[src/rtl/cmp_sar_search_if.sv]
// Bundle of signals between the SAR search engine and its environment.
//
// start       : one-cycle request to begin a search
// ge_i/le_i/ne_i : comparator flags for guess vs. hidden target
// guess       : trial value presented to the comparator A input
// busy/done   : search in progress / one-cycle completion pulse
// result/err  : recovered value and flag-consistency error
//
// Handshake: start is a request with no ready. The engine accepts it only
// while idle (busy=0 and done=0). A start seen at any other time is dropped,
// not queued. done is a single-cycle pulse. result and err are stable from
// done until the next accepted start.
//
// Modports: slave = the search engine, master = whoever drives start and flags.
interface cmp_sar_search_if #(
  parameter int WIDTH = 4
);
  logic             start;
  logic             ge_i;
  logic             le_i;
  logic             ne_i;
  logic [WIDTH-1:0] guess;
  logic             busy;
  logic             done;
  logic [WIDTH-1:0] result;
  logic             err;

  modport master (
    output start, ge_i, le_i, ne_i,
    input  guess, busy, done, result, err
  );

  modport slave (
    input  start, ge_i, le_i, ne_i,
    output guess, busy, done, result, err
  );
endinterface

[src/rtl/cmp_sar_search.sv]
// Successive-approximation search that recovers a hidden target value.
// It drives trial values into a magnitude comparator and reads back the
// comparator's GE/LE/NE flags.
//
// Ports:
//   clk       : single clock, all state updates on the rising edge
//   rst_n     : synchronous reset, active low
//   bus       : slave side of cmp_sar_search_if (start, flags, guess,
//               busy, done, result, err)
//   dbg_state : current FSM state (IDLE=0, WAIT=1, EVAL=2, DONE=3)
//
// Each step holds guess for SETTLE cycles (WAIT), then samples the flags
// once (EVAL). An equal code ends the search early. Otherwise the trial
// bit is cleared or kept, and the next lower bit is tried.
module cmp_sar_search #(
  parameter int WIDTH  = 4,
  parameter int SETTLE = 1
) (
  input  logic             clk,
  input  logic             rst_n,
  cmp_sar_search_if.slave  bus,
  output logic [1:0]       dbg_state
);

  localparam int KW = (WIDTH  > 1) ? $clog2(WIDTH)  : 1;
  localparam int CW = (SETTLE > 1) ? $clog2(SETTLE) : 1;

  typedef enum logic [1:0] {
    S_IDLE = 2'd0,
    S_WAIT = 2'd1,
    S_EVAL = 2'd2,
    S_DONE = 2'd3
  } state_t;

  state_t           state_q, state_d;
  logic [WIDTH-1:0] guess_q, guess_d;
  logic [WIDTH-1:0] result_q, result_d;
  logic             err_q, err_d;
  logic [KW-1:0]    k_q, k_d;
  logic [CW-1:0]    cnt_q, cnt_d;

  logic [WIDTH-1:0] bit_k;
  logic [WIDTH-1:0] adj;
  logic [2:0]       code;

  always_ff @(posedge clk) begin
    if (!rst_n) begin
      state_q  <= S_IDLE;
      guess_q  <= '0;
      result_q <= '0;
      err_q    <= 1'b0;
      k_q      <= KW'(WIDTH-1);
      cnt_q    <= '0;
    end else begin
      state_q  <= state_d;
      guess_q  <= guess_d;
      result_q <= result_d;
      err_q    <= err_d;
      k_q      <= k_d;
      cnt_q    <= cnt_d;
    end
  end

  always_comb begin
    state_d  = state_q;
    guess_d  = guess_q;
    result_d = result_q;
    err_d    = err_q;
    k_d      = k_q;
    cnt_d    = cnt_q;
    bit_k    = WIDTH'(1) << k_q;
    adj      = guess_q;
    code     = {bus.ge_i, bus.le_i, bus.ne_i};

    case (state_q)
      S_IDLE: begin
        if (bus.start) begin
          guess_d  = WIDTH'(1) << (WIDTH-1);
          k_d      = KW'(WIDTH-1);
          cnt_d    = CW'(SETTLE-1);
          err_d    = 1'b0;
          result_d = '0;
          state_d  = S_WAIT;
        end
      end

      S_WAIT: begin
        if (cnt_q == '0) state_d = S_EVAL;
        else             cnt_d   = cnt_q - CW'(1);
      end

      S_EVAL: begin
        case (code)
          3'b110: begin
            result_d = guess_q;
            state_d  = S_DONE;
          end
          3'b101, 3'b011: begin
            // Guess above target: the trial bit must be 0. Guess below: keep it.
            adj = (code == 3'b101) ? (guess_q & ~bit_k) : guess_q;
            if (k_q == '0) begin
              guess_d  = adj;
              result_d = adj;
              // Still "less" on the last bit means no target is consistent
              // with the flags seen so far.
              err_d    = (code == 3'b011);
              state_d  = S_DONE;
            end else begin
              guess_d = adj | (bit_k >> 1);
              k_d     = k_q - KW'(1);
              cnt_d   = CW'(SETTLE-1);
              state_d = S_WAIT;
            end
          end
          default: begin
            err_d    = 1'b1;
            result_d = guess_q;
            state_d  = S_DONE;
          end
        endcase
      end

      S_DONE: state_d = S_IDLE;

      default: state_d = S_IDLE;
    endcase
  end

  assign bus.guess  = guess_q;
  assign bus.result = result_q;
  assign bus.err    = err_q;
  assign bus.busy   = (state_q == S_WAIT) || (state_q == S_EVAL);
  assign bus.done   = (state_q == S_DONE);
  assign dbg_state  = state_q;

endmodule

[src/flat_wrapper.sv]
// flat-port wrapper written by rule: the top's interface ports become plain ports
module cmp_sar_search_flat 
#(
  parameter int WIDTH  = 4,
  parameter int SETTLE = 1
)
  (clk, rst_n, dbg_state, bus_start, bus_ge_i, bus_le_i, bus_ne_i, bus_guess, bus_busy, bus_done, bus_result, bus_err);
  cmp_sar_search_if #(.WIDTH(WIDTH)) bus_i ();
  input  logic clk;
  input  logic rst_n;
  output logic [1:0] dbg_state;
  input wire logic [$bits(bus_i.start)-1:0] bus_start;
  input wire logic [$bits(bus_i.ge_i)-1:0] bus_ge_i;
  input wire logic [$bits(bus_i.le_i)-1:0] bus_le_i;
  input wire logic [$bits(bus_i.ne_i)-1:0] bus_ne_i;
  output wire logic [$bits(bus_i.guess)-1:0] bus_guess;
  output wire logic [$bits(bus_i.busy)-1:0] bus_busy;
  output wire logic [$bits(bus_i.done)-1:0] bus_done;
  output wire logic [$bits(bus_i.result)-1:0] bus_result;
  output wire logic [$bits(bus_i.err)-1:0] bus_err;
  assign bus_i.start = bus_start;
  assign bus_i.ge_i = bus_ge_i;
  assign bus_i.le_i = bus_le_i;
  assign bus_i.ne_i = bus_ne_i;
  assign bus_guess = bus_i.guess;
  assign bus_busy = bus_i.busy;
  assign bus_done = bus_i.done;
  assign bus_result = bus_i.result;
  assign bus_err = bus_i.err;
  cmp_sar_search #(.WIDTH(WIDTH), .SETTLE(SETTLE)) u_core (.clk(clk), .rst_n(rst_n), .bus(bus_i), .dbg_state(dbg_state));
endmodule
[config.mk]
export PLATFORM = sky130hd
export DESIGN_NAME = cmp_sar_search_flat
export DESIGN_NICKNAME = d
export VERILOG_FILES = /design/src/rtl/cmp_sar_search_if.sv /design/src/rtl/cmp_sar_search.sv /design/src/flat_wrapper.sv
export SDC_FILE = /design/constraint.sdc
export NUM_CORES = 1
export LEC_CHECK = 0
export CAP_MARGIN = 15
export CORE_MARGIN = 2
export CORE_UTILIZATION = 51
export CTS_CLUSTER_DIAMETER = 80
export DETAILED_ROUTE_END_ITERATION = 10
export PLACE_DENSITY = 0.82
export SLEW_MARGIN = 20
export SYNTH_ARGS = -nofsm -noshare
export SYNTH_HDL_FRONTEND = slang
export SYNTH_SLANG_ARGS = --single-unit
[constraint.sdc]
create_clock -name clk -period 4.3 [get_ports clk]
set_input_delay 0.43 -clock clk [delete_from_list [all_inputs] [get_ports clk]]
set_output_delay 0.43 -clock clk [all_outputs]
set_load 0.05 [all_outputs]
# --- Word level (Yosys, flattened, before mapping) ---
# Cells that the tools add are included.
classes:
  bitwise: 3
  n_addsub: 2
  shift: 1
  n_eq_ne: 12
  muxes: 26
  reduce_logical: 12
ops:
  columns: ["op", "n"]
  rows:
  - ["$mux W4", 7]
  - ["$pmux W4 S2", 2]
  - ["$mux W2", 7]
  - ["$reduce_and A4 Y1", 3]
  - ["$ne A2 B2 Y1 const B", 5]
  - ["$pmux W2 S4", 1]
  - ["$eq A3 B3 Y1 const B", 2]
  - ["$reduce_and A3 Y1", 2]
  - ["$mux W1", 5]
  - ["$and A4 B4 Y4", 1]
  - ["$eq A2 B2 Y1 const B", 2]
  - ["$logic_not A2 Y1", 2]
  - ["$not A4 Y4", 1]
  - ["$or A4 B3 Y4", 1]
  - ["$pmux W1 S2", 2]
  - ["$pmux W2 S2", 1]
  - ["$shl A1 B2 Y4 const A", 1]
  - ["$eq A3 B2 Y1 const B", 1]
  - ["$ne A3 B2 Y1 const B", 1]
  - ["$pmux W1 S3", 1]
  - ["$reduce_bool A3 Y1", 1]
  - ["$eq A2 B1 Y1 const B", 1]
  - ["$reduce_and A2 Y1", 1]
  - ["$reduce_bool A2 Y1", 1]
  - ["4 further kinds", 4]
word_totals:
  in_bits: 6
  elab_cells: 62
  reg_bits: 14
  out_inout_bits: 13

# --- Depth between registers and ports, before layout ---
# Gate-level depths: netlist of the first run.
depth:
  word_depth: 8
  depth_mapped: 7
  mapped_depth_nobuf: 6

# --- Worst setup path before layout of the first run ---
# No wires, ideal clock.
synth_path:
  path_kind: "register -> register"
  start: "reg u_core.state_q[0] (netlist: u_core.dbg_state[0])"
  end: "reg u_core.err_q (netlist: u_core.bus.err)"
  slack_ps: 2302
  t_arrival_ps: 1870
  period_less_slack_ps: 1998
  n_path_buf: 1
  path_stages_with_launch: 8
  required_ps: 4172
  setup_ps: 128
  cell_sequence: "dfxtp_1 inv_1 ha_1 and2b_2 a31o_1 buf_6 o211ai_1 o41ai_2"
synth_between:
  elab_chain_len: 3
  word_cells_on_any_way: 8
  classes_between: "4 x eq/ne; 1 x mux; 3 x reduce/logical"
synth_rtl:
  columns: ["element", "line_no", "source"]
  rows:
  - ["start, declared", "cmp_sar_search.sv:35", "state_t state_q, state_d;"]
  - ["start signal, assigned", "cmp_sar_search.sv:55", "state_q <= state_d;"]
  - ["$eq A2 B2 Y1 or $logic_not A2 Y1 (tied branches)", "cmp_sar_search.sv:75", "case (state_q)"]
  - ["$ne A3 B2 Y1 (no source line), or another cell as far along", null, null]
  - ["$reduce_and A4 Y1 (no source line)", null, null]
  - ["end signal, assigned", "cmp_sar_search.sv:58", "err_q <= err_d;"]
  - ["end, declared", "cmp_sar_search.sv:38", "logic err_q, err_d;"]
# Parallel ways exist; a longest one is shown, timed or not.
# A chain may end at the register's enable or synchronous reset.

# --- Final worst setup path of the first run ---
layout_path:
  start: "reg u_core.state_q[0] (netlist: u_core.dbg_state[0])"
  end: "out bus_busy"
layout_between:
  elab_chain_len: 2
  word_cells_on_any_way: 3
  classes_between: "2 x eq/ne; 1 x reduce/logical"
layout_rtl:
  columns: ["element", "line_no", "source"]
  rows:
  - ["$eq A2 B1 Y1 or $eq A2 B2 Y1 (tied branches)", "cmp_sar_search.sv:132", "assign bus.busy = (state_q == S_WAIT) || (state_q == S_EVAL);"]
  - ["$logic_or A1 B1 Y1 *", "cmp_sar_search.sv:132", null]
  - ["end, declared", "flat_wrapper.sv:17", "output wire logic [$bits(bus_i.busy)-1:0] bus_busy;"]
# Mark *: on every way between the ends. The rest lies on a longest branch, timed or not.

==> out/metrics.cfg, run 1 <==
[outcome]
outcome=complete, no violations

[placement]
gp_congestion=0.8194
dpl.cell_count=116
postPlaceCellArea_um2=934.6
dp_hpwl_um=1228
io_buffer_count=18
pre_cts_slack_ns=2.288

[drt]
postRouteAntennaNets=0
drt-pass1-iter-count=4
num_vias=701
wl_per_cell_um=13.75
drt_iter0_drc=27
wirelength_um=1650
via_per_inst=5.842
drc_errors=0

[floorplanning]
coreArea_um2=1471
ios=19
fp.dieH_um=43
start_util_pct=52.72
die-area_um2=1849
die_x_um=43
rows=14

[setup_path]
cp_cell_sequence=inv_1, ha_1, clkdlybuf4s50_1
cpLargestDelayFamily=buffers and inverters
cp_slowest_cell=clkdlybuf4s50_1
crit_fanout=5
crit-reg2reg-launch=u_core.dbg_state[0]
cp.required_ns=3.87
setup.worst_path.end_class=output pin
crit_type=reg2out
crit_buf_inv=2
start_kind=flip-flop
startpoint=u_core.dbg_state[0]
critPathMaxStageDelay_ns=0.79
worstPathArrival_ns=1.86

[timing]
hold-worst-slack_ns=0.4793
period_minus_slack_ns=2.293
hold_viol=0
finalSetupTns_ns=0
post-route-period-util_pct=53.33
relSlewSlack_pct=63.27
rsz0062_at_grt=false
maxSlewViolCount=0
finalClockSkew_ns=0.0007045
final-setup-viol-count=0
layout_setup_ws_ns=2.007
worst_pin_slew_ns=0.5492
max_freq_ghz=0.4360

[logic_synthesis]
yosysSeqAreaShare_pct=33.55
synth-seq-cells=13
synth_top_area_share_pct=33.55
async_reset_ff_share_pct=0
synth_area_leaders=dfxtp_1, ha_1, a21oi_1
synthFlopType=dfxtp_1
synthMostInstantiatedCell=dfxtp_1
synth_edf_count=0
synthDistinctLibCells=34
yosysTopAreaCell=dfxtp_1
synth_commonest_cells=dfxtp_1, a21oi_1, nand2_1
syn_nets=99
synth_area_um2=775.7
syn_area_per_cell_um2=9.020
syn_inst=86
ys.warnings.count=0

[global_route]
grt_max_degree=19
grt.met3_usage_pct=4.255
grt_antenna_before_repair=0
grt.total_usage_pct=19.95
grt_pass1_wl_um=2773
overflow=0
grtUsageMet1_pct=28.72
grt.busiest_layer=met1
grt_use_met2_pct=27.27
grt_pass1_vias=611

[finish]
layoutNonFillerInstCount=120
n_antenna_cell=0
utilization_pct=65.31
final_nets=118
layout-drive-gt1-share_pct=9.615
area_growth_pct=23.87
fin_area_um2=960.9

[power]
leakagePower_nw=0.3891
power_mw=0.3806
vdd_drop_max_mv=0.2443
p_per_area_nw_per_um2=396.1

[run]
cap_violations=0

[min_path]
hp-start=u_core.bus.result[2]
worstHoldPathType=reg2reg

[clock_network]
numCtsBuffers=3
cts_hold_buf=0
clk_latency_ns=0.28
cts-resized-gates=0
clkTransAtPathRegs_ns=0.08
clockBufferDepth=2
htree_levels=1
cts_tree=built
cts_root_buf=clkbuf_4
clock_sinks=13
cts_setup_buffers=0

[metal layers]
metal  vias up  wire length, um
li1        352                -
met1       321              785
met2        23              731
met3         5              101
met4         0               31
met5         -                0
[logic make-up (layout without fill, tap and decap cells)]
family,count (synthesis),after routing,synth area share [%]
and+or+nand+nor,25,25,18.23
muxes,1,1,1.290
buffers and inverters,9,27,7.742
adders and majority gates,7,7,11.29
xor gates and xnor gates,1,1,1.129
DFF,13,13,33.55
AOI/OAI and AO/OA,30,30,26.78
[cell type report]
type	instances	area [um2]
Clock buffer	4	26.28
Tap cell	16	20.02
Multi-Input combinational cell	64	455.4
Timing Repair Buffer	18	180.2
Sequential cell	13	260.3
Fill cell	145	510.5
Inverter	5	18.77
[cell usage in the layout (no fill, tap or decap), types with 2 or more instances in the layout]
cell type / Yosys / layout
clkdlybuf4s50_1: 0 / 18
dfxtp_1: 13 / 13
nand2_1: 10 / 10
a21oi_1: 10 / 10
ha_1: 7 / 7
o21ai_0: 6 / 6
inv_1: 5 / 5
nand3_1: 4 / 4
clkbuf_4: 0 / 3
and3b_2: 2 / 2
nand2b_1: 2 / 2
[registers in the layout, indices dropped and copies added (netlist names)]
signal / cells
u_core.bus.err: 1
u_core.bus.guess: 4
u_core.bus.result: 4
u_core.dbg_state: 2
u_core.k_q: 2
[worst paths after layout]
check | end | slack [ns] | cells past startpoint
setup / recovery | bus_busy | 2.01 | 3
hold / removal | u_core.bus.result[2] | 0.48 | 2
setup reg to reg | u_core.bus.err | 2.34 | 6
hold reg to reg | u_core.bus.result[2] | 0.48 | 2
[report_power, final]
part | internal, mW | total, mW | switching [mW]
combinational | 0.0575 | 0.159 | 0.102
sequential | 0.133 | 0.145 | 0.0124
clock | 0.0360 | 0.0761 | 0.0401
[worst reg2reg max path: cells and delay by family (launching register included)]
kind	cells	cell delay [ns]
compound gates	3	0.67
fa+ha+maj	1	0.37
buf+inv	1	0.09
flops	1	0.42
simple gates	1	0.31
Power figures use the tool's default switching activity.
==> inputs of run 2 (changes only) <==
--- a/config.mk
+++ b/config.mk
@@ -7,10 +7,10 @@
 export LEC_CHECK = 0
 export CAP_MARGIN = 15
 export CORE_MARGIN = 2
-export CORE_UTILIZATION = 51
+export CORE_UTILIZATION = 42
 export CTS_CLUSTER_DIAMETER = 80
 export DETAILED_ROUTE_END_ITERATION = 10
-export PLACE_DENSITY = 0.82
+export PLACE_DENSITY = 0.72
 export SLEW_MARGIN = 20
 export SYNTH_ARGS = -nofsm -noshare
 export SYNTH_HDL_FRONTEND = slang
==> constraint.sdc (replaced) <==
create_clock -name clk -period 1.95 [get_ports clk]
set_input_delay 0.195 -clock clk [delete_from_list [all_inputs] [get_ports clk]]
set_output_delay 0.195 -clock clk [all_outputs]
set_load 0.05 [all_outputs]
==> out/metrics.cfg, run 2 (synthesis results as in run 1) <==
[outcome]
outcome=complete, no violations

[global_route]
grt_pass1_vias=591  ; -3.3%
overflow=0  ; unchanged
grt.total_usage_pct=17.40  ; -2.5 points
grt_antenna_before_repair=0  ; unchanged
grt_pass1_wl_um=2628  ; -5.2%
grt_max_degree=18  ; -1

[timing]
period_minus_slack_ns=1.853
worst_pin_slew_ns=0.4989  ; -0.05024 ns
rsz0062_at_grt=false
finalSetupTns_ns=0  ; unchanged
max_freq_ghz=0.5397
hold_viol=0  ; unchanged
maxSlewViolCount=0  ; unchanged
post-route-period-util_pct=95.02
finalClockSkew_ns=0.004367  ; +0.003662 ns
layout_setup_ws_ns=0.09706  ; -1.910 ns
final-setup-viol-count=0  ; unchanged
relSlewSlack_pct=66.63  ; +3.4 points

[drt]
num_vias=728  ; +3.9%
via_per_inst=5.515  ; -5.6%
drc_errors=0  ; unchanged
drt_iter0_drc=29  ; +7.4%
wl_per_cell_um=13.07  ; -5.0%
wirelength_um=1725  ; +4.5%
drt-pass1-iter-count=4  ; unchanged
postRouteAntennaNets=0  ; unchanged

[floorplanning]
rows=15  ; +1
die_x_um=46.98  ; +9.2%
ios=19  ; unchanged
start_util_pct=44.93  ; -7.8 points
die-area_um2=2207  ; +19%
fp.dieH_um=46.98  ; +9.2%
coreArea_um2=1727  ; +17%

[clock_network]
htree_levels=1  ; unchanged
clockBufferDepth=2  ; unchanged
cts_root_buf=clkbuf_4
clock_sinks=13  ; unchanged
cts_tree=built
cts_hold_buf=0  ; unchanged
clkTransAtPathRegs_ns=0.08  ; about the same
numCtsBuffers=3  ; unchanged
clk_latency_ns=0.28  ; about the same
cts_setup_buffers=0  ; unchanged
cts-resized-gates=0  ; unchanged

[placement]
postPlaceCellArea_um2=967.2  ; +3.5%
io_buffer_count=18  ; unchanged
pre_cts_slack_ns=0.1982  ; -2.090 ns
dp_hpwl_um=1285  ; +4.7%
gp_congestion=0.8896  ; +8.6%

[setup_path]
reg2reg_depth=7  ; +1
start_kind=flip-flop
setup.worst_path.end_class=output pin
r2r_slack_ns=0.16  ; -2.18 ns
worstPathArrival_ns=1.66  ; -0.20 ns
crit_fanout=5  ; unchanged
crit_type=reg2out
r2r_end=u_core.bus.err
crit-reg2reg-launch=u_core.dbg_state[0]
cp.required_ns=1.75  ; -2.12 ns

[power]
leakagePower_nw=0.4055  ; +4.2%
p_sw_share_pct=40.56  ; about the same
switchingPower_mw=0.3455  ; +120%
p_seq_share_pct=37.5  ; -0.6 points
clockPowerShare_pct=19.9  ; about the same
combPwrFrac_pct=42.6  ; +0.7 points
p_per_area_nw_per_um2=857.5  ; +120%
vdd_drop_max_mv=0.5454  ; +120%
p_int_mw=0.5063  ; +120%

[min_path]
hp-start=u_core.bus.result[3]
min_to=u_core.bus.result[3]
worstHoldPathType=reg2reg
holdPathStages=2  ; unchanged

[finish]
n_fill_cell=164  ; +13%
layout_common_cells=clkdlybuf4s50_1, dfxtp_1, nand2_1, a21oi_1, ha_1
n_antenna_cell=0  ; unchanged
area_growth_pct=28.06
final_common_cell=clkdlybuf4s50_1
layout-drive-gt1-share_pct=14.02  ; +4.4 points
final_nets=121  ; +2.5%
fin_area_um2=993.5  ; +3.4%

[run]
cap_violations=0  ; unchanged

## run 2: changes by cell type in the layout (fill, tap and decap cells not counted)
cell	before	now
buf_4	0	4
clkdlybuf4s50_1	18	17
dfxtp_1	13	12
dfxtp_2	0	1
## run 2: metrics by stage
step	utilization [%]	total power, mW	hold slack, ns	std cells
floorplan	-	0.5905	0.4577	86
global placement	56.01	0.6779	0.4562	128
detailed placement	56.01	0.6840	0.4618	128
CTS	57.54	0.8599	0.4732	132
global route	57.54	0.9025	0.4970	132
finish	57.54	0.8518	0.4688	132
## run 2: cell type report
class                      count  area, um2  share of cell area (%)
sequential                    13      261.5                   26.32
inverter                       5      18.77                   1.889
timing repair buffer          21      200.2                   20.15
tap                           25      31.28                   3.149
multi-input combinational     64      455.4                   45.84
clock buffer                   4      26.28                   2.645
## run 2: power by group through the flow
stage                     logic, mW  clock network (mW)  registers, mW
after floorplan               0.195                   0          0.396
after global placement        0.354                   0          0.324
after detailed placement      0.358                   0          0.326
after CTS                     0.361               0.179          0.320
after global routing          0.389               0.191          0.323
final                         0.363               0.169          0.320
## run 2: layer usage
metal / wire [um] / global-route usage [%]
met3: 144 / 5.769
met1: 737 / 21.35
met2: 825 / 27.40
met4: 18 / 8.333
met5: 0 / 0
## run 2: worst max-delay path by stage
stage / from / end / slack, ns / cells after the start
6_report: u_core.dbg_state[1] / bus_done / 0.1 / 2
5_1_grt: u_core.dbg_state[1] / bus_done / 0.02 / 2
4_1_cts: u_core.dbg_state[1] / bus_done / 0.09 / 2
3_5_place_dp: u_core.dbg_state[0] / u_core.bus.err / 0.20 / 7
3_3_place_gp: u_core.dbg_state[0] / u_core.bus.err / 0.22 / 7
2_1_floorplan: u_core.dbg_state[1] / u_core.bus.err / 0.003 / 7
## run 2: critical path, cell delays in order (launching register included)
cell and delay [ns]:
dfxtp_1 0.42, ha_1 0.17, clkdlybuf4s50_1 0.79
==> inputs of run 3 (changes only) <==
--- a/config.mk
+++ b/config.mk
@@ -6,7 +6,7 @@
 export NUM_CORES = 1
 export LEC_CHECK = 0
 export CAP_MARGIN = 15
-export CORE_MARGIN = 2
+export CORE_MARGIN = 4
 export CORE_UTILIZATION = 42
 export CTS_CLUSTER_DIAMETER = 80
 export DETAILED_ROUTE_END_ITERATION = 10
==> out/metrics.cfg, run 3 (synthesis results as in run 1) <==
[clock_network]
cts_tree=built
numCtsBuffers=3  ; unchanged
clockBufferDepth=2  ; unchanged
htree_levels=1  ; unchanged
cts-resized-gates=0  ; unchanged
cts_root_buf=clkbuf_4
clkTransAtPathRegs_ns=0.08  ; about the same
cts_hold_buf=0  ; unchanged
clk_latency_ns=0.28  ; about the same
cts_setup_buffers=0  ; unchanged
clock_sinks=13  ; unchanged

[floorplanning]
die_x_um=50.98  ; +8.5%
coreArea_um2=1745  ; +1.1%
ios=19  ; unchanged
die-area_um2=2598  ; +18%
start_util_pct=44.44  ; -0.48 points
fp.dieH_um=50.98  ; +8.5%
rows=15  ; unchanged

[setup_path]
cp_slowest_cell=clkdlybuf4s50_1
worstPathArrival_ns=1.67  ; about the same
cpLargestDelayFamily=buffers and inverters
start_kind=flip-flop
crit_cells=2  ; unchanged
cp_cell_sequence=ha_1, clkdlybuf4s50_1
crit_fanout=5  ; unchanged
crit-reg2reg-launch=u_core.k_q[0]
crit_type=reg2out
r2r_end=u_core.bus.err
reg2reg_depth=6  ; -1
startpoint=u_core.dbg_state[1]
critPathMaxStageDelay_ns=0.79  ; about the same
r2r_slack_ns=0.26  ; +0.10 ns
crit_buf_inv=1  ; unchanged
setup.worst_path.end_class=output pin
cp.required_ns=1.75  ; about the same

[finish]
area_growth_pct=29.03
layout_common_cells=clkdlybuf4s50_1, dfxtp_1, nand2_1, a21oi_1, ha_1
n_fill_cell=172  ; +4.9%
final_common_cell=clkdlybuf4s50_1
n_antenna_cell=0  ; unchanged
multi_input_area_um2=455.4  ; unchanged
final_nets=122  ; +0.83%
layout-drive-gt1-share_pct=14.81  ; +0.80 points
regArea_um2=261.5  ; unchanged

[power]
leakagePower_nw=0.4109  ; +1.3%
power_mw=0.8587  ; +0.81%
p_per_area_nw_per_um2=857.9  ; about the same
vdd_drop_max_mv=0.3619  ; -34%

[global_route]
overflow=0  ; unchanged
grt_pass1_vias=662  ; +12%
grt.total_usage_pct=15.33  ; -2.1 points
grt_antenna_before_repair=0  ; unchanged
grt_max_degree=18  ; unchanged
grt_pass1_wl_um=2994  ; +14%

[timing]
post-route-period-util_pct=95.73  ; +0.70 points
worst_pin_slew_ns=0.5113  ; +0.01239 ns
period_minus_slack_ns=1.867  ; +0.01372 ns
finalSetupTns_ns=0  ; unchanged
rsz0062_at_grt=false
final-setup-viol-count=0  ; unchanged
maxSlewViolCount=0  ; unchanged
relSlewSlack_pct=65.81  ; -0.83 points
max_freq_ghz=0.5357  ; -0.73%
hold_viol=0  ; unchanged
finalClockSkew_ns=0.001913  ; -0.002454 ns

[min_path]
worstHoldPathType=reg2reg
holdPathStages=2  ; unchanged
hp-start=u_core.bus.result[2]
min_to=u_core.bus.result[2]

[placement]
dp_hpwl_um=1399  ; +8.8%
io_buffer_count=18  ; unchanged
gp_congestion=0.8468  ; -4.8%

[drt]
drt-pass1-iter-count=4  ; unchanged
via_per_inst=5.383  ; -2.4%
wl_per_cell_um=13.73  ; +5.1%
drt_iter0_drc=20  ; -31%
drc_errors=0  ; unchanged
postRouteAntennaNets=0  ; unchanged
wirelength_um=1826  ; +5.9%
num_vias=716  ; -1.6%

[run]
cap_violations=0  ; unchanged

[outcome]
outcome=complete, no violations

run 3: cell count changes in the layout (fill, tap and decap cells not counted), sizes merged:
cell and change:
buf +1
run 3: per-layer routing:
metal	global-route usage [%]	part of all wire, %	up-vias
met5	0	0	-
met4	4.933	0.66	0
met3	6.997	6.6	2
met2	24.03	49	20
met1	18.47	44	338
li1	-	-	356
run 3: metrics by stage:
step                worst slack (ns)  util, %  cell area, um2  hold slack [ns]  std cells
detailed placement            0.2259    55.84           974.7           0.4627        129
global route                0.004809    57.35            1001           0.4950        133
finish                       0.08334    57.35            1001           0.4717        133
CTS                          0.07057    57.35            1001           0.4786        133
floorplan                   0.003395        -           777.0           0.4577         86
global placement              0.2799    55.84           974.7           0.4585        129
run 3: worst max path at each step:
stage / end
after floorplan: u_core.bus.err
after global placement: u_core.dbg_state[1]
after detailed placement: u_core.dbg_state[1]
after CTS: bus_done
after global routing: bus_done
final: bus_done
run 3: worst register-to-register path, delay by kind of cell, from the launching register on:
kind / cells / cell delay (ns)
compound gates: 3 / 0.66
fa+ha+maj: 1 / 0.20
buf+inv: 1 / 0.11
flops: 1 / 0.34
simple gates: 1 / 0.27
run 3: layout make-up:
cell class | count | area share [%]
clock buffers | 4 | 2.625
multi-input cells | 64 | 45.50
repair buffers | 22 | 20.75
well taps | 25 | 3.125
inverters | 5 | 1.875
flip-flops and latches | 13 | 26.13
run 3: where the power goes:
part	switching [mW]	internal, mW	leakage, nW
Sequential	0.0266	0.294	0.106
Combinational	0.230	0.136	0.290
Clock	0.0928	0.0796	0.0150
